[config.mk]
export PLATFORM = sky130hd
export DESIGN_NAME = tdm_demux
export DESIGN_NICKNAME = d
export VERILOG_FILES = /design/src/rtl/tdm_demux.sv
export SDC_FILE = /design/constraint.sdc
export NUM_CORES = 1
export LEC_CHECK = 0
export ABC_AREA = 1
export BUFFER_PORTS_ARGS = -buffer_cell sky130_fd_sc_hd__buf_2
export CORE_MARGIN = 2
export CORE_UTILIZATION = 47
export CTS_BUF_LIST = sky130_fd_sc_hd__clkbuf_8
export CTS_CLUSTER_SIZE = 8
export DETAILED_ROUTE_END_ITERATION = 8
export HOLD_SLACK_MARGIN = 0.05
export PLACE_DENSITY = 0.76
export SLEW_MARGIN = 20
export SYNTH_ARGS = -nofsm -noshare
export SYNTH_HDL_FRONTEND = slang
export SYNTH_SLANG_ARGS = --single-unit
[constraint.sdc]
create_clock -name clk -period 1.3 [get_ports clk]
set_input_delay 0.26 -clock clk [delete_from_list [all_inputs] [get_ports clk]]
set_output_delay 0.26 -clock clk [all_outputs]
set_load 0.02 [all_outputs]
[src/rtl/tdm_demux.sv]
// Receive side of a WIDTH:1 time-division serial link: tracks the slot index,
// reassembles one WIDTH-bit word per frame and hands it out on a valid/ready port.
`timescale 1ns / 1ps

module tdm_demux #(
  parameter int unsigned WIDTH = 4,
  parameter int unsigned SEL_W = 2
) (
  input  logic             clk,
  input  logic             rst_n,
  input  logic             din,
  input  logic             din_valid,
  input  logic             frame_start,
  output logic [WIDTH-1:0] o,
  output logic             o_valid,
  input  logic             o_ready,
  output logic [SEL_W-1:0] s,
  output logic             locked,
  output logic             sync_err,
  output logic             ovf,
  input  logic             err_clr
);

  localparam logic [SEL_W-1:0] LastSlot = SEL_W'(WIDTH - 1);

  logic [WIDTH-1:0] lane_q, lane_d;
  logic [SEL_W-1:0] s_q, s_d;
  logic             locked_q, locked_d;
  logic [WIDTH-1:0] o_q, o_d;
  logic             o_valid_q, o_valid_d;
  logic             sync_err_q, sync_err_d;
  logic             ovf_q, ovf_d;

  logic slot_zero, slot_last;
  logic acquire, resync, complete, accept;

  assign slot_zero = (s_q == '0);
  assign slot_last = (s_q == LastSlot);

  // acquire and resync both restart the frame with din as lane 0
  assign acquire  = din_valid && frame_start && !locked_q;
  assign resync   = din_valid && frame_start && locked_q && !slot_zero;
  assign complete = din_valid && locked_q && !resync && slot_last;
  assign accept   = o_valid_q && o_ready;

  always_comb begin
    lane_d   = lane_q;
    s_d      = s_q;
    locked_d = locked_q;

    if (acquire || resync) begin
      lane_d    = '0;
      lane_d[0] = din;
      s_d       = SEL_W'(1);
      locked_d  = 1'b1;
    end else if (complete) begin
      // final bit goes straight to o, so the lane register can start clean
      lane_d = '0;
      s_d    = '0;
    end else if (din_valid && locked_q) begin
      lane_d[s_q] = din;
      s_d         = s_q + SEL_W'(1);
    end
  end

  always_comb begin
    o_d       = o_q;
    o_valid_d = o_valid_q;
    if (complete) begin
      o_d       = {din, lane_q[WIDTH-2:0]};
      o_valid_d = 1'b1;
    end else if (accept) begin
      o_valid_d = 1'b0;
    end
  end

  // sticky flags: a new error on the same edge as err_clr still sets the flag
  always_comb begin
    sync_err_d = err_clr ? 1'b0 : sync_err_q;
    ovf_d      = err_clr ? 1'b0 : ovf_q;
    if (resync) begin
      sync_err_d = 1'b1;
    end
    if (complete && o_valid_q && !o_ready) begin
      ovf_d = 1'b1;
    end
  end

  always_ff @(posedge clk) begin
    if (!rst_n) begin
      lane_q     <= '0;
      s_q        <= '0;
      locked_q   <= 1'b0;
      o_q        <= '0;
      o_valid_q  <= 1'b0;
      sync_err_q <= 1'b0;
      ovf_q      <= 1'b0;
    end else begin
      lane_q     <= lane_d;
      s_q        <= s_d;
      locked_q   <= locked_d;
      o_q        <= o_d;
      o_valid_q  <= o_valid_d;
      sync_err_q <= sync_err_d;
      ovf_q      <= ovf_d;
    end
  end

  assign o        = o_q;
  assign o_valid  = o_valid_q;
  assign s        = s_q;
  assign locked   = locked_q;
  assign sync_err = sync_err_q;
  assign ovf      = ovf_q;

endmodule

Word-level counts from Yosys, hierarchy flattened
Cells that the tools add are included.

storage, ports and cells
  memory bits (writable) = 0
  flip-flop bits (word level) = 14
  input bits = 7
  bits in read-only memories = 0
  output and inout bits = 10
  logic and storage cells = 50
  memories kept = 0
  bits in latches = 0

operators by class
  multipliers = 0
  shifts and indexed selects = 0
  div/mod/pow operators = 0
  add/subtract/negate cells = 1
  bitwise logic cells = 1
  order comparisons = 2
  equal/unequal tests = 1
  multiplexer cells = 14
  reductions and logical operators = 22

operators with widths
  operator                                                                             number
  1-bit 2-to-1 mux                                                                     12
  1-bit logical AND                                                                    11
  2-bit nonzero test                                                                   3
  4-bit bitwise mux                                                                    1
  1-bit zero test                                                                      4
  2-bit by 3-bit < comparator with 1-bit output, second input constant                 1
  3-bit nonzero test                                                                   1
  3-bit OR reduction                                                                   1
  2-bit by 1-bit adder with 2-bit output, second input constant                        1
  1-bit demux with 2-bit select                                                        1
  2-bit == test, second input constant                                                 1
  2-bit by 1-bit greater-or-equal comparator with 1-bit output, second input constant  1
  2-bit zero test                                                                      1
  1-bit logical OR                                                                     1
  1-bit inverter                                                                       1

Depth between registers and ports, before layout
Gate-level depths: netlist of the first run.

  word-level depth = 9
  depth in mapped cells = 9
  mapped depth without buffers = 9

Least setup slack after synthesis of the first run
No wires, ideal clock.

  path type = reg2reg
  start point = register s_q[0] (netlist: s[0])
  end point = register lane_q[0]
  data required time = 1.236 ns
  setup slack = -0.121 ns
  buffers on the path = 0
  period minus slack after synthesis = 1.421 ns
  stages on the path, launching flop included = 10
  data arrival time = 1.357 ns
  cells stage by stage = dfxtp_1 inv_1 ha_1 inv_1 nand2_2 nand2_4 nand3_1 nand2_1 inv_1 nor2_1

between the ends
  longest elaborated chain between the ends = 8

RTL lines
  item                                                                                               line    RTL
  start, declared                                                                                    27      logic [SEL_W-1:0] s_q, s_d;
  start signal, assigned                                                                             92      s_q <= '0;
  start signal, assigned                                                                             100     s_q <= s_d;
  2-bit by 3-bit < comparator with 1-bit output (implied by the code), or another cell as far along  61      lane_d[s_q] = din;
  1-bit logical AND (implied by the code) or 1-bit zero test (tied branches)                         61, 42
  1-bit 2-to-1 mux (implied by the code) or 1-bit logical AND (tied branches)                        61, 42
  1-bit demux with 2-bit select or 1-bit zero test (tied branches)                                   61, 43
  4-bit bitwise mux or 1-bit logical AND (tied branches)                                             61, 43
  1-bit 2-to-1 mux or 1-bit logical AND (tied branches)                                              60, 43
  1-bit 2-to-1 mux                                                                                   56      end else if (complete) begin
  1-bit 2-to-1 mux                                                                                   51      if (acquire || resync) begin
  end signal, assigned                                                                               99      lane_q <= lane_d;
  end, declared                                                                                      26      logic [WIDTH-1:0] lane_q, lane_d;

Parallel ways exist; a longest one is shown, timed or not. The select of a mux whose other input is x is not followed.
A chain may end at the register's enable or synchronous reset.

Worst setup path after layout of the first run
  start point = register s_q[1] (netlist: s[1])
  end point = register lane_q[0]

The elaborated chain is that of the path after synthesis.

==> results.toml, run 1 <==
[finish]
nFillCells = 113
antenna_cells = 0
fin_cells = 119
fin_nets = 116
syn2layout_area_growth_pct = 33.5
final_common_cell = "nand2_1"
final_cell_mix = "19 x nand2_1, 16 x buf_2, 11 x a21oi_1, 11 x dfxtp_1, 10 x nand3_1"
postLayoutCellArea_sq_um = 832
drive_above_1_share_pct = 35.6

[critical_path]
worstSetupStartpointType = "register"
crit_end = "lane_q[0]$_SDFFE_PN0P_"
reg2reg_from = "s[1]$_SDFFE_PP0P_"
path_class = "reg -> reg"
cp.arrival_ps = 1350
r2r_slack_ps = 100
crit_start = "s[1]$_SDFFE_PP0P_"
reg2reg_depth = 8
path_max_fanout = 7
end_kind = "register"
cp_data_required_time_ps = 1450
worstReg2RegEnd = "lane_q[0]$_SDFFE_PN0P_"

[placement]
dp_hpwl_um = 898
pre_cts_slack_ps = 13.3
portBuffers = 16
place_inst = 114
gp_routability_congestion = 0.835
place_area_sq_um = 749

[power_and_ir_drop]
power.leakage_nw = 0.403
comb_power_share_pct = 13.5
internal_power_mw = 0.666
netSwitchingFraction_pct = 25.8
power.density_mw_per_mm2 = 1080
switchingPower_mw = 0.232
p_seq_share_pct = 46.3
ir_worst_vdd_mv = 0.714
clockPowerShare_pct = 40.2

[timing]
setup_tns_ps = 0
finalSetupViolCount = 0
setup_slack_ps = 98.2
max_freq_mhz = 832
relSlewSlack_pct = 81.1
skew_ps = 5.49
final.period_utilization_pct = 92.4
finalHoldViolCount = 0
slew_violations = 0
min_period_ps = 1200
worst_pin_slew_ps = 282

[route]
vias = 588
postRouteWirelength_um = 1310
remaining_drc_errors = 0
ant_nets = 0
via_per_inst = 4.94
drt-initial-drc-count = 14
wire_per_inst_um = 11.0
drt_first_pass_iters = 4

[global_route]
grt_pass1_wl_um = 1920
grtUsageTotal_pct = 17.7
grt_max_degree = 10
antenna_found_initial = 0
grt_overflow_total = 0
grt_pass1_vias = 452

[clocking]
htree_levels = 1
numCtsBuffers = 3
root_buffer = "clkbuf_8"
path_clk_slew_ps = 60
cts_tree = "yes"
ctsLongestPathBuffers = 2
insertion_delay_ps = 250
clock-sinks = 13
holdBufCountCts = 0

[yosys]
synth.distinct_cells = 15
avgSynthCellArea_sq_um = 7.79
synth_seq_area_share_pct = 41.8
synth_fp_nets = 91
synthesis.area_sq_um = 623
syn_inst = 80
synth_warnings = 0
synth_seq_cells = 13

[floorplan]
start_util_pct = 49.1
dieArea_sq_mm = 0.00163
ios = 17
coreArea_sq_mm = 0.00127
rows = 13
die_h_um = 40.4
die_w_um = 40.4

[run]
cap_violations = 0

[hold_path]
hold_class = "in -> reg"

[outcome]
outcome = "complete, no violations"
-- power groups by stage --
| stage | Clock, mW | Combinational, mW | Sequential (mW) |
|---|---|---|---|
| floorplan | 0 | 0.0582 | 0.431 |
| global placement | 0 | 0.106 | 0.424 |
| detailed placement | 0 | 0.107 | 0.424 |
| CTS | 0.355 | 0.109 | 0.416 |
| global route | 0.379 | 0.137 | 0.417 |
| finish | 0.361 | 0.121 | 0.416 |
-- critical path, stage by stage, from the launching register on --
cell and delay (ps):
dfxtp_2 350, ha_1 180, inv_1 100, nor2_8 150
nand2_4 90, nand3_1 70, nand2_1 50, inv_1 50
nor2_1 40
-- worst min path at each step --
| stage | slack, ps | from | to | depth (start not counted) |
|---|---|---|---|---|
| after global routing | 290 | rst_n | lane_q[0]$_SDFFE_PN0P_ | 3 |
| after global placement | 450 | ovf$_SDFFE_PN0P_ | ovf$_SDFFE_PN0P_ | 2 |
| after CTS | 270 | rst_n | lane_q[0]$_SDFFE_PN0P_ | 3 |
| after detailed placement | 450 | o[0]$_SDFFE_PN0P_ | o[0]$_SDFFE_PN0P_ | 2 |
| after floorplan | 380 | rst_n | lane_q[0]$_SDFFE_PN0P_ | 2 |
| final | 270 | rst_n | lane_q[0]$_SDFFE_PN0P_ | 3 |
-- final cells by class --
class	count	area, sq um	share of cell area, %
clock buffer	3	41.3	4.96
clock inverter	1	3.75	0.451
inverter	10	37.5	4.51
multi-input combinational	58	363	43.6
sequential	13	265	31.9
tap	15	18.8	2.26
timing repair buffer	19	103	12.3
-- synthesized netlist by cell type --
master	n	area, sq um
nand2_2	3	18.8
a21oi_1	12	60.1
nor2_8	1	20.0
nand4_2	1	12.5
nand2_1	19	71.3
o21a_1	1	7.51
clkinv_1	1	3.75
inv_2	1	3.75
nor2_1	2	7.51
nand4_1	1	6.26
nand2_4	1	11.3
dfxtp_1	13	260
inv_1	8	30.0
ha_1	4	50.1
nand3_1	12	60.1
-- through the flow --
| stage | power (mW) | hold slack [ps] | utilization, % |
|---|---|---|---|
| 2_1_floorplan | 0.489 | 381 | - |
| 5_1_grt | 0.932 | 291 | 65.6 |
| 3_3_place_gp | 0.530 | 448 | 59.1 |
| 6_report | 0.897 | 269 | 65.6 |
| 3_5_place_dp | 0.531 | 449 | 59.1 |
| 4_1_cts | 0.880 | 273 | 63.0 |
-- metal layers --
layer | vias up | GRT usage [%] | share of wire [%]
met3 | 4 | 5.00 | 4.5
li1 | 310 | - | -
met5 | - | 0 | 0
met2 | 16 | 27.0 | 46
met4 | 0 | 5.00 | 1.4
met1 | 258 | 24.2 | 48
-- flip-flops by register name, summed over array words and instances (netlist names) --
signal / flops
o: 4
lane_q: 3
s: 2
locked: 1
o_valid: 1
ovf: 1
sync_err: 1
-- kinds of logic (layout without fill, tap and decap cells) --
kind of cell / count (synthesis) / in the layout / synth area share [%]
AO/OA/AOI/OAI: 13 / 13 / 10.8
adder cells (fa/ha/maj): 4 / 4 / 8.03
buffers and inverters: 10 / 33 / 6.02
flip-flops: 13 / 13 / 41.8
AND/OR/NAND/NOR: 40 / 41 / 33.3
-- what timing repair did --
item | CTS | global route
gates resized for setup | 1 | 6
buffers inserted | 0 | 0
endpoints found under the setup margin | 1 | 10
cloned | 0 | 1
pin swaps | 0 | 3
Note: power is estimated with default switching activity, not from simulation.
==> run 2, diff against run 1 <==
--- a/config.mk
+++ b/config.mk
@@ -8,12 +8,13 @@
 export ABC_AREA = 1
 export BUFFER_PORTS_ARGS = -buffer_cell sky130_fd_sc_hd__buf_2
 export CORE_MARGIN = 2
-export CORE_UTILIZATION = 47
+export CORE_UTILIZATION = 45
 export CTS_BUF_LIST = sky130_fd_sc_hd__clkbuf_8
 export CTS_CLUSTER_SIZE = 8
 export DETAILED_ROUTE_END_ITERATION = 8
 export HOLD_SLACK_MARGIN = 0.05
-export PLACE_DENSITY = 0.76
+export PLACE_DENSITY = 0.73
+export SETUP_SLACK_MARGIN = 0.4
 export SLEW_MARGIN = 20
 export SYNTH_ARGS = -nofsm -noshare
 export SYNTH_HDL_FRONTEND = slang
==> run 2 against run 1 <==
Critical endpoint is now o[0]$_SDFFE_PN0P_. Setup slack better by 13 ps. Cell count is 7.6% higher. Via count is 12% higher. Combinational power is 50% higher. Critical path type unchanged. Highest routed layer unchanged. Flip-flop and latch count stayed put. Die area is 4.0% higher. Sequential power hardly changed. Hold slack worse by 2.3 ps. Non-clock buffer count is 9 higher. Final area is 31% higher. Register-to-register slack hardly changed.
==> results.toml, run 2 (synthesis results as in run 1) <==
[timing]
max_freq_mhz = 841
final.period_utilization_pct = 91.4
relSlewSlack_pct = 78.4
finalSetupViolCount = 0
rsz0062_at_grt = "true"
slew_violations = 0
setup_tns_ps = 0
min_period_ps = 1190
finalHoldViolCount = 0
skew_ps = 2.48
worst_pin_slew_ps = 322

[critical_path]
path_max_fanout = 7
path_class = "reg -> reg"
crit_chain = "inv_4 > ha_4 > inv_4 > nand2_8 > buf_4 > nand3_2 > a21oi_2"
end_kind = "register"
crit_path_top_delay_cell = "dfxtp_4"
cpPeakStageDelay_ps = 370
cpMostUsedCell = "inv_4"
cp.arrival_ps = 1350
cp_data_required_time_ps = 1460
worstSetupStartpointType = "register"

[route]
drt_first_pass_iters = 4
remaining_drc_errors = 0
vias = 661
drt-initial-drc-count = 18
wire_per_inst_um = 13.6
ant_nets = 0
postRouteWirelength_um = 1750
via_per_inst = 5.16

[power_and_ir_drop]
power.density_mw_per_mm2 = 881
power.leakage_nw = 0.468
ir_worst_vdd_mv = 0.737
power_mw = 0.957

[finish]
fin_nets = 125
largest_register_ffs = 4
antenna_cells = 0
drive_above_1_share_pct = 60.2
final_cell_mix = "17 x nand2_1, 12 x buf_4, 10 x buf_6"
syn2layout_area_growth_pct = 74.3
final_common_cell = "nand2_1"

[floorplan]
die_h_um = 41.2
rows = 13
ios = 17
die_w_um = 41.2
dieArea_sq_mm = 0.00170
coreArea_sq_mm = 0.00130
start_util_pct = 47.9

[outcome]
outcome = "complete, no violations"

[clocking]
root_buffer = "clkbuf_8"
holdBufCountCts = 0
insertion_delay_ps = 240
ctsLongestPathBuffers = 2
path_clk_slew_ps = 60
clock-sinks = 13
cts_tree = "yes"
numCtsBuffers = 3
htree_levels = 1

[placement]
gp_routability_congestion = 0.830
dp_hpwl_um = 1010
portBuffers = 16

[global_route]
antenna_found_initial = 0
grt_overflow_total = 0
grt_max_degree = 10
grt_pass1_wl_um = 2440
grtUsageTotal_pct = 22.8
grt_pass1_vias = 553

[hold_path]
hold_class = "in -> reg"

[run]
cap_violations = 0
[run 2: changes by cell type in the layout (fill, tap and decap cells not counted), sizes merged]
cell and change:
buf +9
[run 2: report_power, final]
group | internal [mW] | leakage [nW] | switching [mW]
Combinational | 0.0831 | 0.330 | 0.0992
Clock | 0.208 | 0.0269 | 0.147
Sequential | 0.406 | 0.111 | 0.0131
[run 2: timing repair]
item                                    4_1_cts  5_1_grt
endpoints found under the setup margin       22       22
gates cloned                                  1        0
setup buffers                                 8        4
gates resized for setup                      36        5
pin swaps                                     5        6
endpoints found under the hold margin         0        0
[run 2: layout make-up]
| type | count | area (sq um) |
|---|---|---|
| clock buffers | 3 | 41.3 |
| clock inverters | 1 | 3.75 |
| fillers | 73 | 215 |
| inverters | 10 | 45.0 |
| multi-input cells | 58 | 464 |
| flip-flops and latches | 13 | 280 |
| well taps | 15 | 18.8 |
| repair buffers | 28 | 233 |
[run 2: critical path: cells and delay by family, from the launching register on]
kind | cells | cell delay, ps
DFF | 1 | 370
buffers and inverters | 3 | 250
and+or+nand+nor | 2 | 190
adders and majority gates | 1 | 170
AOI/OAI and AO/OA | 1 | 130
[run 2: through the flow]
| step | hold WS [ps] | utilization (%) | setup slack, ps | cells | area [sq um] |
|---|---|---|---|---|---|
| detailed placement | 450 | 61.2 | 126 | 111 | 796 |
| global route | 307 | 83.5 | 52.0 | 128 | 1090 |
| finish | 267 | 83.5 | 111 | 128 | 1090 |
| global placement | 449 | 61.2 | 170 | 111 | 796 |
| floorplan | 385 | - | 185 | 80 | 697 |
| CTS | 265 | 79.7 | 132 | 124 | 1040 |
[run 2: path summary, 6_finish.rpt]
| kind | from | depth (start not counted) | endpoint | slack (ps) |
|---|---|---|---|---|
| worst min-delay path | err_clr | 4 | sync_err$_SDFFE_PN0P_ | 270 |
| worst max register to register | s[0]$_SDFFE_PN0P_ | 7 | o[0]$_SDFFE_PN0P_ | 110 |
| worst max-delay path | s[0]$_SDFFE_PN0P_ | 7 | o[0]$_SDFFE_PN0P_ | 110 |
| worst min register to register | sync_err$_SDFFE_PN0P_ | 2 | sync_err$_SDFFE_PN0P_ | 470 |
[run 2: per-layer routing]
| layer | wire [um] | up-vias | GRT usage, % |
|---|---|---|---|
| li1 | - | 333 | - |
| met4 | 37 | 0 | 11.3 |
| met1 | 783 | 308 | 29.4 |
| met2 | 853 | 16 | 35.2 |
| met3 | 73 | 4 | 5.43 |
| met5 | 0 | - | 0 |
==> run 3, diff against run 2 <==
--- a/config.mk
+++ b/config.mk
@@ -13,7 +13,7 @@
 export CTS_CLUSTER_SIZE = 8
 export DETAILED_ROUTE_END_ITERATION = 8
 export HOLD_SLACK_MARGIN = 0.05
-export PLACE_DENSITY = 0.73
+export PLACE_DENSITY_LB_ADDON = 0.12
 export SETUP_SLACK_MARGIN = 0.4
 export SLEW_MARGIN = 20
 export SYNTH_ARGS = -nofsm -noshare
==> run 3 against run 2 <==
Critical path depth increased by 1. Clock-buffer cell count unchanged. Setup slack got worse by 2.8 ps. Combinational power decreased by 2%. Final area decreased by 1.6%. Clock power about the same. Routed wire length increased by 3.6%. Non-clock buffer count decreased by 3. Hold slack improved by 10 ps. Critical endpoint is now lane_q[0]$_SDFFE_PN0P_. Highest routed layer unchanged.
==> results.toml, run 3 (synthesis results as in run 1) <==
[placement]
place_inst = 111
place_area_sq_um = 796
pre_cts_slack_ps = 145
portBuffers = 16
dp_hpwl_um = 1040
gp_routability_congestion = 0.792

[timing]
max_freq_mhz = 839
relSlewSlack_pct = 79.3
setup_slack_ps = 109
slew_violations = 0
final.period_utilization_pct = 91.6
setup_tns_ps = 0
finalHoldViolCount = 0
rsz0062_at_grt = "true"
skew_ps = 3.50
worst_pin_slew_ps = 309
finalSetupViolCount = 0
min_period_ps = 1190

[critical_path]
crit_chain = "inv_4 > ha_4 > inv_4 > nand2_8 > nand2_8 > nand4_2 > nand2_1 > nor2_1"
worst-path-buf-inv = 2
worstSetupStartpointType = "register"
cpPeakStageDelay_ps = 390
end_kind = "register"
path_max_fanout = 7
crit_family = "simple AND/OR/NAND/NOR gates"
cp.arrival_ps = 1330
cp_data_required_time_ps = 1440
crit_path_top_delay_cell = "dfxtp_4"
path_class = "reg -> reg"

[floorplan]
coreArea_sq_mm = 0.00130
die_h_um = 41.2
rows = 13
start_util_pct = 47.9
dieArea_sq_mm = 0.00170
die_w_um = 41.2
ios = 17

[finish]
drive_above_1_share_pct = 61.8
postLayoutCellArea_sq_mm = 0.00107
nFillCells = 78
final_cell_mix = "15 x nand2_1, 9 x buf_4, 8 x buf_6"
antenna_cells = 0
seqCellArea_sq_um = 280
syn2layout_area_growth_pct = 71.5
final_common_cell = "nand2_1"
fin_cells = 125
largest_register_ffs = 4
fin_nets = 122
multi_input_area_sq_um = 467

[global_route]
grt_pass1_vias = 567
grtUsageTotal_pct = 23.1
antenna_found_initial = 0
grt_max_degree = 10
grt_pass1_wl_um = 2460
grt_overflow_total = 0

[power_and_ir_drop]
power.leakage_nw = 0.458
power.density_mw_per_mm2 = 889
ir_worst_vdd_mv = 0.672

[clocking]
clock-sinks = 13
ctsLongestPathBuffers = 2
numCtsBuffers = 3
cts_tree = "yes"
insertion_delay_ps = 240
path_clk_slew_ps = 60
holdBufCountCts = 0
root_buffer = "clkbuf_8"
htree_levels = 1

[run]
cap_violations = 0

[route]
drt_first_pass_iters = 4
via_per_inst = 5.12
remaining_drc_errors = 0
ant_nets = 0
wire_per_inst_um = 14.5
vias = 640
drt-initial-drc-count = 12
postRouteWirelength_um = 1810

[hold_path]
hold_class = "in -> reg"

[outcome]
outcome = "complete, no violations"
## run 3: changes by cell type in the layout (fill, tap and decap cells not counted), sizes merged
cell  previous run  this run
buf             28        25
## run 3: metal layers
layer	GRT usage [%]	routed length, um
met2	40.6	915
met3	5.98	51
met1	25.4	801
met5	0	0
met4	11.3	41
## run 3: metrics by stage
| stage | util, % | power (mW) | hold slack (ps) |
|---|---|---|---|
| 4_1_cts | 76.6 | 0.925 | 275 |
| 6_report | 82.1 | 0.950 | 277 |
| 5_1_grt | 82.1 | 0.987 | 299 |
| 3_5_place_dp | 61.2 | 0.545 | 449 |
| 2_1_floorplan | - | 0.509 | 385 |
| 3_3_place_gp | 61.2 | 0.542 | 448 |
## run 3: cell type report
| cell class | instances | share of cell area, % |
|---|---|---|
| multi-input cells | 58 | 43.7 |
| flip-flops and latches | 13 | 26.2 |
| repair buffers | 25 | 19.9 |
| inverters | 10 | 4.22 |
| clock buffers | 3 | 3.86 |
| well taps | 15 | 1.76 |
| clock inverters | 1 | 0.351 |
## run 3: worst reg2reg max path: stages, from the launching register on
cell and delay, ps:
dfxtp_4 390, inv_4 50, ha_4 180, inv_4 80, nand2_8 80, nand2_8 100
nand4_2 80, nand2_1 90, nor2_1 50
## run 3: repair_timing
| item | CTS | global route |
|---|---|---|
| pin swaps | 1 | 6 |
| cloned | 1 | 0 |
| gates resized for setup | 32 | 8 |
| buffers inserted | 5 | 4 |
| setup endpoints to repair | 22 | 22 |
## run 3: worst paths after layout
kind                      from                     end  slack [ps]  depth (start not counted)
max          s[0]$_SDFFE_PN0P_  lane_q[0]$_SDFFE_PN0P_         110                          8
max reg2reg  s[0]$_SDFFE_PN0P_  lane_q[0]$_SDFFE_PN0P_         110                          8
min                    err_clr   sync_err$_SDFFE_PN0P_         280                          4
min reg2reg   ovf$_SDFFE_PN0P_        ovf$_SDFFE_PN0P_         470                          2
## run 3: where the power goes
group / internal, mW / switching (mW)
registers: 0.406 / 0.0124
clock network: 0.209 / 0.146
logic: 0.0766 / 0.101
